File: src/rtl/stage_d_fifo.sv
// Handshake FIFO stage: buffers DIR/ack_prev words, re-offers them + INCREMENT on DOR.
// Optional STAGE_D_CHECKSUM_EN adds an XOR checksum of every downstream-acked word.
module stage_d_fifo #(
    parameter int unsigned DEPTH     = 4,
    parameter logic [7:0]  INCREMENT = 8'd1
) (
    input  logic                     clk,
    input  logic                     reset,
    input  logic                     DIR,
    input  logic [7:0]               data_in,
    output logic                     ack_prev,
    output logic                     DOR,
    output logic [7:0]               data_out,
    input  logic                     ack_from_next,
`ifdef STAGE_D_CHECKSUM_EN
    output logic [7:0]               checksum,
`endif
    output logic [$clog2(DEPTH):0]   count,
    output logic                     full,
    output logic                     empty
);

    localparam int AW = $clog2(DEPTH);
    localparam int CW = AW + 1;

    typedef enum logic {
        TX_IDLE = 1'b0,
        TX_WAIT = 1'b1
    } tx_state_e;

    tx_state_e         state_q, state_d;
    logic [7:0]        mem_q [DEPTH];
    logic [AW-1:0]     wr_ptr_q, wr_ptr_d;
    logic [AW-1:0]     rd_ptr_q, rd_ptr_d;
    logic [CW-1:0]     count_q, count_d;
    logic              full_q, full_d;
    logic              empty_q, empty_d;
    logic              ack_prev_q, ack_prev_d;
    logic              dor_q, dor_d;
    logic [7:0]        data_out_q, data_out_d;
    logic              push, pop;

    // No capture while ack_prev is high: upstream still holds DIR that cycle.
    always_comb begin
        push       = DIR && !full_q && !ack_prev_q;
        ack_prev_d = push;
        pop        = 1'b0;
        state_d    = state_q;
        dor_d      = dor_q;
        data_out_d = data_out_q;
        unique case (state_q)
            TX_IDLE: begin
                if (!empty_q) begin
                    pop        = 1'b1;
                    data_out_d = mem_q[rd_ptr_q] + INCREMENT;
                    dor_d      = 1'b1;
                    state_d    = TX_WAIT;
                end
            end
            TX_WAIT: begin
                if (ack_from_next) begin
                    dor_d      = 1'b0;
                    data_out_d = '0;
                    state_d    = TX_IDLE;
                end
            end
            default: state_d = TX_IDLE;
        endcase
        wr_ptr_d = push ? wr_ptr_q + AW'(1) : wr_ptr_q;
        rd_ptr_d = pop  ? rd_ptr_q + AW'(1) : rd_ptr_q;
        count_d  = count_q + CW'(push) - CW'(pop);
        full_d   = (count_d == CW'(DEPTH));
        empty_d  = (count_d == '0);
    end

    always_ff @(posedge clk) begin
        if (reset) begin
            state_q    <= TX_IDLE;
            wr_ptr_q   <= '0;
            rd_ptr_q   <= '0;
            count_q    <= '0;
            full_q     <= 1'b0;
            empty_q    <= 1'b1;
            ack_prev_q <= 1'b0;
            dor_q      <= 1'b0;
            data_out_q <= '0;
        end else begin
            state_q    <= state_d;
            wr_ptr_q   <= wr_ptr_d;
            rd_ptr_q   <= rd_ptr_d;
            count_q    <= count_d;
            full_q     <= full_d;
            empty_q    <= empty_d;
            ack_prev_q <= ack_prev_d;
            dor_q      <= dor_d;
            data_out_q <= data_out_d;
        end
    end

    // Storage is deliberately left uncleared by reset.
    always_ff @(posedge clk) begin
        if (push) begin
            mem_q[wr_ptr_q] <= data_in;
        end
    end

`ifdef STAGE_D_CHECKSUM_EN
    logic [7:0] checksum_q, checksum_d;

    always_comb begin
        checksum_d = checksum_q;
        if (state_q == TX_WAIT && ack_from_next) begin
            checksum_d = checksum_q ^ data_out_q;
        end
    end

    always_ff @(posedge clk) begin
        if (reset) begin
            checksum_q <= '0;
        end else begin
            checksum_q <= checksum_d;
        end
    end

    assign checksum = checksum_q;
`endif

    assign ack_prev = ack_prev_q;
    assign DOR      = dor_q;
    assign data_out = data_out_q;
    assign count    = count_q;
    assign full     = full_q;
    assign empty    = empty_q;

endmodule

File: config.mk
export PLATFORM = sky130hd
export DESIGN_NAME = stage_d_fifo
export DESIGN_NICKNAME = d
export VERILOG_FILES = /design/src/rtl/stage_d_fifo.sv
export SDC_FILE = /design/constraint.sdc
export NUM_CORES = 1
export LEC_CHECK = 0
export ABC_AREA = 1
export CORE_ASPECT_RATIO = 1.2
export CORE_MARGIN = 2
export CORE_UTILIZATION = 25
export CTS_CLUSTER_SIZE = 24
export DETAILED_ROUTE_END_ITERATION = 6
export PLACE_DENSITY_LB_ADDON = 0.1
export SLEW_MARGIN = 30
export SYNTH_ARGS = -nofsm -noshare
export SYNTH_HDL_FRONTEND = slang
export SYNTH_SLANG_ARGS = --single-unit
File: constraint.sdc
create_clock -name clk -period 2.5 [get_ports clk]
set_input_delay 0.5 -clock clk [delete_from_list [all_inputs] [get_ports clk]]
set_output_delay 0.5 -clock clk [all_outputs]
set_load 0.02 [all_outputs]
; ---- Word-level counts from Yosys, hierarchy flattened
; Memory sizes are Yosys's and may differ from the RTL's. A register that Yosys moved wholly into a read port is not among the register bits.
; Cells that the tools add are included.
[totals]
regBits = 20
mem_bits_rw = 32
input_bits = 12
output_inout_bits = 15
elab_cells = 39
mem_count = 1
[classes]
addsub = 5
eq_ne = 3
mux = 14
bitwise = 1
n_reduce_logical = 6
[memory_table]
columns = name, words, word_bits, read_ports, rd_ports_with_merged_regs, write_ports, line
row1 = mem_q, 4, 8, 1, 1, 1, 32  ; logic [7:0] mem_q [DEPTH];
[ops]
columns = cell, count
row1 = $mux W8, 2
row2 = $pmux W8 S2, 1
row3 = $add A8 B1 Y8 const B, 1
row4 = $mux W1, 7
row5 = $add A2 B1 Y2 const B, 2
row6 = $mux W2, 2
row7 = $ne A2 B2 Y1 const B, 2
row8 = $pmux W1 S2, 2
row9 = $add A3 B1 Y3, 1
row10 = $eq A3 B3 Y1 const B, 1
row11 = $logic_not A3 Y1, 1
row12 = $sub A3 B1 Y3, 1
row13 = $logic_and A1 B1 Y1, 2
row14 = $logic_not A1 Y1, 2
row15 = $reduce_and A2 Y1, 1
row16 = $not A1 Y1, 1

; ---- Depth between registers and ports, before layout
[logic_depth]
word_depth = 6
ltp_mapped = 14
depth_no_buf = 12

; ---- Worst setup path after synthesis
; Ideal clock, no wire load.
[synth_path]
path_kind = in2reg
startpoint = input port DIR
endpoint = register full_q, in the netlist full
setup_time_ps = 112
arrival_time_ps = 2261
t_required_ps = 2388
slack_ps = 127
cell_stages = 10
cell_sequence = or3b_2 -> clkbuf_1 -> ha_1 -> inv_1 -> ha_1 -> inv_1 -> fa_1 -> xor2_1 -> nand2_1 -> nor2_1
[synth_between]
elab_chain_len = 5
[synth_rtl]
columns = element, line
row1 = start: declaration, 9  ; input logic DIR,
row2 = $logic_and A1 B1 Y1 (2 in a row), 45  ; push = DIR && !full_q && !ack_prev_q;
row3 = $add A3 B1 Y3, 71  ; count_d = count_q + CW'(push) - CW'(pop);
row4 = $sub A3 B1 Y3, 71
row5 = $eq A3 B3 Y1, 72  ; full_d = (count_d == CW'(DEPTH));
row6 = end signal: assignment, 92  ; full_q <= full_d;
row7 = end: declaration, 36  ; logic full_q, full_d;
; No other way between the ends.
; A chain may end at the register's enable or synchronous reset.

; ---- Worst setup path in the final report
[layout_path]
startpoint = input port DIR
endpoint = register empty_q, in the netlist empty
[layout_between]
elab_chain_len = 5
[layout_rtl]
columns = element, line
row1 = $logic_and A1 B1 Y1 (2 in a row), 45
row2 = $add A3 B1 Y3, 71
row3 = $sub A3 B1 Y3, 71
row4 = $logic_not A3 Y1, 73  ; empty_d = (count_d == '0);
row5 = end signal: assignment, 93  ; empty_q <= empty_d;
row6 = end: declaration, 37  ; logic empty_q, empty_d;
; No other way between the ends.

==> flow_summary.yaml <==
timing:
  maxSlewViolCount: 0
  grt_setup_unrepaired: "no"
  worst_pin_slew_ns: 0.380
  finalCriticalPeriod_ns: 2.42
  finalCritPeriodShare_pct: 96.8
  fmax_mhz: 413
  slew_headroom_pct: 74.6
  fin_hold_ws_ns: 0.471
  finalHoldViolations: 0
  finalSetupViolations: 0
  fin_skew_ns: 0.0160
die:
  die_y_um: 111
  io_pins: 27
  rows: 38
  start_util_pct: 25.9
  die_w_um: 92.8
  die-area_mm2: 0.0103
  design.core.area_mm2: 0.00913
min_path:
  hp-class: "register to register"
clock_network:
  hold_buffers: 0
  cts_root_buffer: "clkbuf_8"
  cts_sinks: 54
  cts_tree: "yes"
  numCtsBuffers: 5
  clk-insertion-delay-late_ns: 0.31
  path_clk_slew_ns: 0.09
  h-tree-depth: 2
  clockBufferDepth: 2
power_and_ir_drop:
  power.switching_mw: 1.13
  power_density_mw_per_mm2: 1020
  comb_power_share_pct: 41.8
  power.clock.fraction_pct: 16.3
  p_int_mw: 1.80
  swShare_pct: 38.6
  peakVddDrop_mv: 0.378
  leakage_nw: 1.22
  pwr-share-seq_pct: 41.9
place:
  place.port_buffers: 26
  hpwlAfterDp_um: 3370
  place_congestion: 0.691
worst_setup_path:
  slowest_stage: "fa_2"
  arrival_ns: 2.66
  end_kind: "register"
  cp.required_ns: 2.74
  critPathLaunchType: "primary input"
  cp_cell_sequence: "clkdlybuf4s50_1 -> or3b_2 -> ha_1 -> inv_1 -> ha_1 -> inv_1 -> fa_2 -> nand2_1 -> o21ai_0"
  path_class: "primary input to register"
  crit_fanout: 2
  critical_path.max_stage_delay_ns: 0.53
routing:
  wl_per_cell_um: 12.0
  drt_wl_total_um: 4830
  drc_errors: 0
  dr.pass1.iters: 4
  postRouteAntennaNets: 0
  via_per_inst: 3.90
  drtIter0Drc: 40
  vias: 1574
logic_synthesis:
  synth_seq_cells: 54
  synth_cell_types: 25
  avgSynthCellArea_um2: 9.54
  synth_nets: 268
  synthCells: 248
  ys_seq_area_share_pct: 59.3
  yosysWarnings: 0
  syn_area_mm2: 0.00236
final_layout:
  diodes: 0
  layout_commonest_cell: "nand2_1"
  layout.nets: 303
  drive_gt1_share_pct: 11.3
  syn2layout_area_growth_pct: 21.4
  layout_common_cells: "nand2_1 (58), inv_1 (45), edfxtp_1 (32)"
  fin_util_pct: 31.5
grt:
  gr-total-overflow: 0
  gr-usage-all-layers_pct: 9.91
  grt_pass1_vias: 1578
  grt_pass1_wl_um: 7850
  antenna_found_initial: 0
  grt_start_max_net_pins: 18
flow_run:
  cap_violations: 0
status:
  status: "finished, final reports clean"
## worst max-delay path, delay by kind of cell
family	cells	cell delay (ns)
buffers and inverters	3	0.54
adder cells (fa/ha/maj)	3	0.95
AND/OR/NAND/NOR	2	0.52
AO/OA/AOI/OAI	1	0.14
## cell families after synthesis
group,synth area share (%)
adder cells (fa/ha/maj),4.55
XOR/XNOR,1.11
AND/OR/NAND/NOR,20.4
flip-flops,59.3
buffers and inverters,10.0
AO/OA/AOI/OAI,4.71
## area by class of cell
type | count | area, um2
Inverter | 47 | 181
Clock buffer | 6 | 72.6
Clock inverter | 2 | 8.76
Tap cell | 120 | 150
Timing Repair Buffer | 35 | 328
Multi-Input combinational cell | 140 | 729
Sequential cell | 54 | 1400
Fill cell | 1005 | 6260
## cell usage after synthesis, drive strengths merged
master,number,share of area (%)
nand2,66,12
inv,47,7.7
edfxtp,32,41
dfxtp,22,19
nor2,22,4.2
nand3,19,4.2
a21oi,12,2.7
o21ai,8,1.7
ha,7,3.7
buf,5,2.0
xor2,3,1.1
clkbuf,2,0.32
fa,1,0.85
o21bai,1,0.32
or3b,1,0.37
## per-layer routing
layer	up-vias	GRT usage [%]	wire length, um
met3	6	2.11	103
met5	-	0	0
met2	15	16.2	2280
li1	841	-	-
met4	0	3.53	81
met1	712	12.9	2370
## stage by stage
stage          instance area [um2]  TNS, ns  std cells  total power, mW  worst slack (ns)
2_1_floorplan                 2360        0        248             2.09             0.127
3_3_place_gp                  2790   -0.700        396             2.51            -0.211
3_5_place_dp                  2790   -0.778        396             2.51            -0.234
4_1_cts                       2870        0        404             2.99            0.0913
5_1_grt                       2870        0        404             3.18            0.0178
6_report                      2870        0        404             2.94            0.0801
## power by group through the flow
stage	logic (mW)	clock network (mW)	registers (mW)
2_1_floorplan	0.758	0	1.33
3_3_place_gp	1.25	0	1.26
3_5_place_dp	1.26	0	1.26
4_1_cts	1.26	0.496	1.23
5_1_grt	1.40	0.527	1.25
6_report	1.23	0.478	1.23
## path summary, 6_finish.rpt
check	start	end	slack (ns)	cells after the start
setup / recovery	DIR	empty	0.08	9
hold / removal	state_q	state_q	0.47	2
setup reg to reg	ack_prev	empty	0.38	8
hold reg to reg	state_q	state_q	0.47	2
## what timing repair did
action	4_1_cts	5_1_grt
setup buffers	0	0
resized for setup	0	1
setup endpoints to repair	0	1
## sequential cells by signal, indices dropped and copies added, names as in the netlist, named ones only
| signal | flops |
|---|---|
| state_q | 1 |
| count | 3 |
| ack_prev | 1 |
| data_out | 8 |
| empty | 1 |
| mem_q | 32 |
| wr_ptr_q | 2 |
| full | 1 |
| rd_ptr_q | 2 |
| DOR | 1 |
Note: power is estimated with default switching activity, not from simulation.
